==> src/rtl/microwave_pkg.sv <==
// Shared types and constants for the microwave cook-time controller.
package microwave_pkg;

  typedef enum logic [2:0] {
    S_IDLE,
    S_ENTRY,
    S_RUNNING,
    S_PAUSED,
    S_DONE
  } state_e;

  typedef logic [3:0] bcd_t;

  localparam bcd_t KEY_MAX         = 4'd9;
  localparam bcd_t SEC_TENS_RELOAD = 4'd5;
  localparam bcd_t DIGIT_RELOAD    = 4'd9;

endpackage

==> src/rtl/microwave_timer_ctrl_if.sv <==
// Front-panel bundle: keypad/button strobes in, time display and status out.
interface microwave_timer_ctrl_if;
  import microwave_pkg::*;

  logic        tick;
  logic        key_valid;
  bcd_t        key_code;
  logic        start;
  logic        stop;
  logic        door_open;
  logic [15:0] digits;
  logic        mag_on;
  logic        done;

  modport master (
    output tick, key_valid, key_code, start, stop, door_open,
    input  digits, mag_on, done
  );

  modport slave (
    input  tick, key_valid, key_code, start, stop, door_open,
    output digits, mag_on, done
  );

endinterface

==> src/rtl/microwave_timer_ctrl_digit.sv <==
// One BCD down-counting digit: load wins over decrement, wraps to RELOAD on borrow.
module bcd_down_digit
  import microwave_pkg::*;
#(
  parameter bcd_t RELOAD = DIGIT_RELOAD
) (
  input  logic clk,
  input  logic clr,
  input  logic load,
  input  bcd_t load_val,
  input  logic dec,
  output bcd_t q,
  output logic borrow
);

  bcd_t q_q, q_d;

  // NOTE: every always_comb output gets a default first so no latch is inferred.
  always_comb begin
    q_d = q_q;
    if (load)     q_d = load_val;
    else if (dec) q_d = (q_q == 4'd0) ? RELOAD : q_q - 4'd1;
  end

  // NOTE: state flops use non-blocking assignments only.
  always_ff @(posedge clk) begin
    if (clr) q_q <= '0;
    else     q_q <= q_d;
  end

  assign q      = q_q;
  assign borrow = dec && (q_q == 4'd0);

endmodule

==> src/rtl/microwave_timer_ctrl.sv <==
// Cook-time controller: keypad entry into MM:SS, 1 Hz countdown, magnetron and done control.
module microwave_timer_ctrl
  import microwave_pkg::*;
#(
  parameter int DONE_TICKS = 3
) (
  input logic                          clk,
  input logic                          clr,
  microwave_timer_ctrl_if.slave        bus
);

  localparam int CNT_W = (DONE_TICKS > 1) ? $clog2(DONE_TICKS) : 1;

  state_e             state_q, state_d;
  logic               mag_on_q, mag_on_d;
  logic               done_q, done_d;
  logic [CNT_W-1:0]   cnt_q, cnt_d;

  bcd_t               dig_q    [4];
  bcd_t               load_val [4];
  logic               digit_load;
  logic [4:0]         dec_chain;
  logic               dec_tick;
  logic               key_ok;
  logic [15:0]        digits;

  assign digits = {dig_q[3], dig_q[2], dig_q[1], dig_q[0]};
  assign key_ok = bus.key_valid && (bus.key_code <= KEY_MAX);

  // Decrement only when no higher-priority button acts in this cycle.
  assign dec_tick     = (state_q == S_RUNNING) && !bus.stop && !bus.door_open && bus.tick;
  assign dec_chain[0] = dec_tick;

  for (genvar i = 0; i < 4; i++) begin : g_digit
    bcd_down_digit #(
      .RELOAD((i == 1) ? SEC_TENS_RELOAD : DIGIT_RELOAD)
    ) u_digit (
      .clk      (clk),
      .clr      (clr),
      .load     (digit_load),
      .load_val (load_val[i]),
      .dec      (dec_chain[i]),
      .q        (dig_q[i]),
      .borrow   (dec_chain[i+1])
    );
  end

  always_comb begin
    state_d    = state_q;
    cnt_d      = '0;
    digit_load = 1'b0;
    for (int i = 0; i < 4; i++) load_val[i] = '0;

    unique case (state_q)
      S_IDLE, S_ENTRY: begin
        if (bus.stop) begin
          digit_load = 1'b1;
          state_d    = S_IDLE;
        end else if (state_q == S_ENTRY && bus.start && !bus.door_open && digits != 16'h0000) begin
          state_d = S_RUNNING;
        end else if (key_ok) begin
          digit_load  = 1'b1;
          load_val[3] = dig_q[2];
          load_val[2] = dig_q[1];
          load_val[1] = dig_q[0];
          load_val[0] = bus.key_code;
          state_d     = S_ENTRY;
        end
      end
      S_RUNNING: begin
        if (bus.stop || bus.door_open) begin
          state_d = S_PAUSED;
        end else if (dec_tick && (digits == 16'h0001 || dec_chain[4])) begin
          // Only 00:01 steps to 00:00; an underflow out of m1 is treated the same.
          digit_load = dec_chain[4];
          state_d    = S_DONE;
        end
      end
      S_PAUSED: begin
        if (bus.stop) begin
          digit_load = 1'b1;
          state_d    = S_IDLE;
        end else if (bus.start && !bus.door_open) begin
          state_d = S_RUNNING;
        end
      end
      S_DONE: begin
        cnt_d = cnt_q;
        if (bus.stop || bus.key_valid) begin
          state_d = S_IDLE;
        end else if (bus.tick) begin
          if (cnt_q == CNT_W'(DONE_TICKS - 1)) state_d = S_IDLE;
          else                                 cnt_d   = cnt_q + CNT_W'(1);
        end
      end
      default: state_d = S_IDLE;
    endcase

    mag_on_d = (state_d == S_RUNNING);
    done_d   = (state_d == S_DONE);
  end

  always_ff @(posedge clk) begin
    if (clr) begin
      state_q  <= S_IDLE;
      mag_on_q <= 1'b0;
      done_q   <= 1'b0;
      cnt_q    <= '0;
    end else begin
      state_q  <= state_d;
      mag_on_q <= mag_on_d;
      done_q   <= done_d;
      cnt_q    <= cnt_d;
    end
  end

  assign bus.digits = digits;
  assign bus.mag_on = mag_on_q;
  assign bus.done   = done_q;

endmodule

==> src/flat_wrapper.sv <==
// flat-port wrapper written by rule: the top's interface ports become plain ports
module microwave_timer_ctrl_flat import microwave_pkg::*;
#(
  parameter int DONE_TICKS = 3
)
  (clk, clr, bus_tick, bus_key_valid, bus_key_code, bus_start, bus_stop, bus_door_open, bus_digits, bus_mag_on, bus_done);
  microwave_timer_ctrl_if bus_i ();
  input logic clk;
  input logic clr;
  input wire logic [$bits(bus_i.tick)-1:0] bus_tick;
  input wire logic [$bits(bus_i.key_valid)-1:0] bus_key_valid;
  input wire logic [$bits(bus_i.key_code)-1:0] bus_key_code;
  input wire logic [$bits(bus_i.start)-1:0] bus_start;
  input wire logic [$bits(bus_i.stop)-1:0] bus_stop;
  input wire logic [$bits(bus_i.door_open)-1:0] bus_door_open;
  output wire logic [$bits(bus_i.digits)-1:0] bus_digits;
  output wire logic [$bits(bus_i.mag_on)-1:0] bus_mag_on;
  output wire logic [$bits(bus_i.done)-1:0] bus_done;
  assign bus_i.tick = bus_tick;
  assign bus_i.key_valid = bus_key_valid;
  assign bus_i.key_code = bus_key_code;
  assign bus_i.start = bus_start;
  assign bus_i.stop = bus_stop;
  assign bus_i.door_open = bus_door_open;
  assign bus_digits = bus_i.digits;
  assign bus_mag_on = bus_i.mag_on;
  assign bus_done = bus_i.done;
  microwave_timer_ctrl #(.DONE_TICKS(DONE_TICKS)) u_core (.clk(clk), .clr(clr), .bus(bus_i));
endmodule
==> config.mk <==
export PLATFORM = sky130hd
export DESIGN_NAME = microwave_timer_ctrl_flat
export DESIGN_NICKNAME = d
export VERILOG_FILES = /design/src/rtl/microwave_pkg.sv /design/src/rtl/microwave_timer_ctrl_if.sv /design/src/rtl/microwave_timer_ctrl_digit.sv /design/src/rtl/microwave_timer_ctrl.sv /design/src/flat_wrapper.sv
export SDC_FILE = /design/constraint.sdc
export NUM_CORES = 1
export LEC_CHECK = 0
export ABC_AREA = 1
export CORE_MARGIN = 4
export CORE_UTILIZATION = 52
export DETAILED_ROUTE_END_ITERATION = 8
export GPL_ROUTABILITY_DRIVEN = 0
export HOLD_SLACK_MARGIN = 0.05
export PLACE_DENSITY = 0.87
export SLEW_MARGIN = 20
export SYNTH_ARGS = -nofsm -noshare
export SYNTH_HDL_FRONTEND = slang
export SYNTH_SLANG_ARGS = --single-unit
==> constraint.sdc <==
create_clock -name clk -period 2.35 [get_ports clk]
set_clock_uncertainty 0.2 [all_clocks]
set_input_delay 0.3525 -clock clk [delete_from_list [all_inputs] [get_ports clk]]
set_output_delay 0.3525 -clock clk [all_outputs]
set_load 0.02 [all_outputs]
Yosys cells after proc, flatten, opt, wreduce, memory -nomap -nowiden
Cells that the tools add are included.
{"block": "word_totals", "out_inout_bits": 18, "word_cells": 90, "input_bits": 11, "regBits": 23}
{"block": "op_classes", "addsub": 5, "n_eq_ne": 8, "n_bitwise": 3, "muxes": 34, "n_reduce_logical": 31, "n_lt_le_gt_ge": 1}
{"op": "$mux W16", "n": 4}
{"op": "$mux W4", "n": 12}
{"op": "$mux W3", "n": 10}
{"op": "$eq A16 B1 Y1 const B", "n": 1}
{"op": "$logic_not A4 Y1", "n": 4}
{"op": "$reduce_bool A16 Y1", "n": 1}
{"op": "$sub A4 B1 Y4 const B", "n": 4}
{"op": "$logic_and A1 B1 Y1", "n": 13}
{"op": "$pmux W3 S4", "n": 1}
{"op": "$eq A3 B2 Y1 const B", "n": 3}
{"op": "$reduce_bool A2 Y1", "n": 4}
{"op": "$eq A3 B3 Y1 const B", "n": 2}
{"op": "$mux W1", "n": 6}
{"op": "$le A4 B4 Y1 const B", "n": 1}
{"op": "$reduce_or A2 Y1", "n": 2}
{"op": "$eq A3 B1 Y1 const B", "n": 1}
{"op": "$logic_not A3 Y1", "n": 1}
{"op": "$logic_or A1 B1 Y1", "n": 3}
{"op": "$not A1 Y1", "n": 3}
{"op": "$pmux W1 S3", "n": 1}
{"op": "$reduce_and A3 Y1", "n": 1}
{"op": "$add A2 B1 Y2 const B", "n": 1}
{"op": "$eq A2 B2 Y1 const B", "n": 1}
{"op": "$logic_not A1 Y1", "n": 2}

Depth between registers and ports, before layout
{"block": "depth", "ltp_word": 14, "depth_mapped": 12}

Cells and area by module
A second synthesis with hierarchy kept.
{"block": "unflattened", "hier_cells": 280, "area_unflattened_um2": 1669.1}
{"mod": "bcd_down_digit (u_core.g_digit[0].u_digit ...)", "cells_per_inst": 40, "area_per_inst_um2": 246.5, "instances": 3}
{"mod": "microwave_timer_ctrl", "cells_per_inst": 123, "area_per_inst_um2": 700.7, "instances": 1}
{"mod": "bcd_down_digit (u_core.g_digit[1].u_digit)", "cells_per_inst": 37, "area_per_inst_um2": 229.0, "instances": 1}

Worst setup path after synthesis
No wires, ideal clock.
{"block": "synth_timing", "kind": "reg2reg", "start": "register u_core.g_digit[1].u_digit.q_q[0]", "end": "register u_core.g_digit[1].u_digit.q_q[0]", "arrival_ps": 1439, "setup_time_ps": 112, "path_slack_ps": 599, "path_buffers": 1, "path_stages_with_launch": 12, "period_less_slack_ps": 1751, "t_required_ps": 2038, "cell_sequence": "dfxtp_1 > nor2_4 > nand2_2 > nor2_4 > nand2_2 > nand2_4 > nand3_4 > buf_2 > nand3_1 > nand2_1 > nor2_1 > nor2_1"}
{"block": "synth_via", "elab_chain_len": 10, "elab_cells_between_ends": 22, "classes_between": "add/sub (1); eq/ne (1); mux (11); reduce/logical (9)"}
{"item": "start: declaration", "line_no": "microwave_timer_ctrl_digit.sv:16", "source": "bcd_t q_q, q_d;"}
{"item": "start signal: assignment", "line_no": "microwave_timer_ctrl_digit.sv:28", "source": "else q_q <= q_d;"}
{"item": "$logic_not A4 Y1", "line_no": "microwave_timer_ctrl_digit.sv:22, microwave_timer_ctrl_digit.sv:32"}
{"item": "$logic_and A1 B1 Y1 (3 in a row)", "line_no": "microwave_timer_ctrl_digit.sv:32", "source": "assign borrow = dec && (q_q == 4'd0);"}
{"item": "$logic_or A1 B1 Y1", "line_no": "microwave_timer_ctrl.sv:73", "source": "end else if (dec_tick && (digits == 16'h0001 || dec_chain[4])) begin"}
{"item": "$logic_and A1 B1 Y1", "line_no": "microwave_timer_ctrl.sv:73"}
{"item": "$mux W1", "line_no": "microwave_timer_ctrl.sv:73"}
{"item": "$mux W1", "line_no": "microwave_timer_ctrl.sv:71", "source": "if (bus.stop || bus.door_open) begin"}
{"item": "$pmux W1 S3", "line_no": "microwave_timer_ctrl.sv:54", "source": "unique case (state_q)"}
{"item": "$mux W4 / $reduce_bool A2 Y1 (equally long branches)"}
Parallel ways exist; a longest one is shown, timed or not. The select of a mux whose other input is x is not followed.
A chain may end at the register's enable or synchronous reset.

Worst setup path after layout
{"block": "layout_timing", "start": "register u_core.g_digit[0].u_digit.q_q[1]", "end": "output port bus_digits[1]"}
{"item": "start: declaration", "line_no": "microwave_timer_ctrl_digit.sv:16"}
{"item": "start signal: assignment", "line_no": "microwave_timer_ctrl_digit.sv:28"}
{"item": "end: declaration", "line_no": "flat_wrapper.sv:16", "source": "output wire logic [$bits(bus_i.digits)-1:0] bus_digits;"}
No word-level cell between the ends.

==> impl_results.md <==
* Status: completed
* CP Max Fanout at 8
* Post-route minimum period at approximately 2000 ps
* H-tree levels at 1
* DR pass1 iterations at 4
* Final hold vios at 0
* Leak Pwr at 0.918 nW
* Utilization after layout at 68.7%
* Final wirelength at about 3700 um
* Async set-reset flop share out of synthesis at 0%
* Initial antenna violation count at 0
* R2r setup slk at 430 ps
* Pwr/cell area at roughly 500 nW/um^2
* RSZ-0062 raised after global routing: no
* WP data arrival at 1460 ps
* Resize count post-CTS at 0
* Critical Path Start Type: register
* CTS tree: yes
* Hold_buf cts at 0
* CP max-delay cell: clkdlybuf4s50_1
* Syn avg cell area at 6.25 sq um
* CTS max path bufs at 2
* Width of the die at 63.8 um
* Most common cell after layout, fill and taps aside: nand2_1
* Share of the synthesized area in the top cell type at 28.4%
* Most frequent cells in the layout: nand2_1, nor2_1, inv_1
* Final TNS setup at 0 ps
* Number of global-route vias before repair at 1570
* Max incr delay on CP at around 660 ps
* Syn. warnings at 0
* Max-Cap Viols at 0
* Peak Freq at 497 MHz
* CTS Root Cell: clkbuf_4
* Inserted Diodes at 0
* DRC at 0
* Initial core utilization at 56.3%
* Final slew viol count at 0
* Fillers at 262
* Post-synth top flop: dfxtp_1
* Post-Syn Area at 1620 sq um
* Part of the cycle the worst path needs at 85.7%
* Number of cells on the worst reg-to-reg path at 10
* Antenna viol nets, final at 0
* Critical path endpoint category: primary output
* Post-CTS Repair Setup Buffers at 0
* IO Pins at 29
* Hold path start: u_core.cnt_q[0]
* Final worst slack at 336 ps
* VDD IR-drop max at 0.000332 V
* Synth unique cells at 30
* CP Class: reg2out
* Final Non-Filler Cells at 333
* Tot GR Track Use at 19.5%
* Normalized max-slew margin at 71.6%
* Largest net degree at the start of global routing at 17
* Num CTS Buffers at 3
* Die area at 4070 sq um
* Synth area leaders: dfxtp_1, nand2_1, nor2_1
* Final-stage net count at 304
* Total global routing overflow at 0
* Register area share after synthesis at about 28%
* Mapped Nets at 271
* First-pass GRT wire length at 6570 um
* Placed Cells at 329
* Storage element area at ~460 sq um
* Final Instance Area at 1980 sq um
* RR Endpoint: u_core.g_digit[1].u_digit.q[1]
* Worst hold path type: reg2reg
* DR iter-0 viols at 109
* Setup violators final at 0
* Reg clk slew, reported paths at approximately 130 ps
* PortBufs at 28
* Crit path max-delay family: buffers and inverters
* Post-place instance area at approximately 1900 sq um
* Die Y at 63.8 um
* CTS sink cnt at 23
* Drt wl/cell at 11.0 um
* Area of the multi-input gates at 998 sq um
* Layout cells sized above 1 at a little under an eighth
* Slew at the pin closest to its max-slew limit at 422 ps
* Worst-Skew Late Latency at 310 ps
* EDFF count, synth at 0
* Yosys reg bits at 23
* Crit-path cells: clkdlybuf4s50_1
* Worst slack at placement at about 70 ps
* Hold endpoint: u_core.cnt_q[0]
* CP Buf/Inv Count at 1
* Largest area contributor in the netlist: dfxtp_1
* RR Startpoint: u_core.g_digit[0].u_digit.q[2]
* Gate Count Post-Synth at 259
* Via density at 5.11
* Via count at 1702
* CP required at 1800 ps
* Final HPWL DP at 2800 um
* Hold path cells at 2
* Rows at 19
* Core footprint at around 2900 sq um
* Area delta synth->final at 22.0%
==> state kept, by name (all words and copies together) (netlist names) <==
name and flops:
u_core.state_q 3, u_core.bus.mag_on 1, u_core.bus.done 1, u_core.cnt_q 2
u_core.g_digit.u_digit.q 16
==> cell families (layout without fill, tap and decap cells) <==
group           count (synthesis)  in the layout  synth area share, %
compound gates                 29             29                 9.35
xor+xnor                        1              1                0.541
fa+ha+maj                       1              1                0.773
buf+inv                        38             70                 9.89
flops                          23             23                 28.4
simple gates                  167            167                 51.0
==> power breakdown <==
part / total [mW] / switching (mW) / internal (mW) / leakage (nW)
clock network: 0.190 / 0.123 / 0.0663 / 0.0150
logic: 0.348 / 0.205 / 0.143 / 0.715
registers: 0.452 / 0.0373 / 0.415 / 0.188
==> routing by layer <==
metal | GRT usage, % | wire length, um | share of wire, % | vias up
li1 | - | - | - | 887
met1 | 26.8 | 1790 | 49 | 740
met2 | 30.5 | 1570 | 43 | 66
met3 | 3.50 | 234 | 6.4 | 9
met4 | 7.01 | 63 | 1.7 | 0
met5 | 0 | 0 | 0 | -
==> stage by stage <==
| stage | hold slack (ps) | total power [mW] |
|---|---|---|
| finish | 290 | 0.990 |
| global route | 330 | 1.06 |
| CTS | 296 | 0.992 |
| detailed placement | 277 | 0.806 |
| global placement | 266 | 0.802 |
| floorplan | 222 | 0.697 |
==> cell usage after synthesis, types with 2 or more instances <==
cell type   n
dfxtp_1    23
inv_2       4
inv_1      30
nor2_1     40
or2_2       2
nand2_4     3
nand2_2     5
nand3_1    26
nand4_1     2
nand3b_1    2
nor2_2      3
nand2_1    69
buf_2       2
nor2_4      5
a21oi_1    11
nor3_1      2
o21ai_0    15
nor2_8      2
nor4_1      2
==> worst max-delay path by stage <==
| stage | depth (start not counted) | endpoint | slack [ps] | startpoint |
|---|---|---|---|---|
| 2_1_floorplan | 11 | u_core.g_digit[1].u_digit.q[0] | 600 | u_core.g_digit[1].u_digit.q[0] |
| 3_5_place_dp | 12 | u_core.g_digit[2].u_digit.q[3] | 70 | bus_door_open |
| 3_3_place_gp | 12 | u_core.g_digit[2].u_digit.q[3] | 120 | bus_stop |
| 6_report | 1 | bus_digits[1] | 340 | u_core.g_digit[0].u_digit.q[1] |
| 5_1_grt | 11 | u_core.g_digit[2].u_digit.q[2] | 230 | u_core.g_digit[0].u_digit.q[2] |
| 4_1_cts | 1 | bus_digits[1] | 320 | u_core.g_digit[0].u_digit.q[1] |
==> cell type report <==
type	instances	area share, %
repair buffers	32	15.7
flip-flops and latches	23	23.3
clock buffers	4	1.33
inverters	34	6.46
well taps	42	2.66
multi-input cells	198	50.5
No activity file was read; power rests on OpenSTA's default activity.
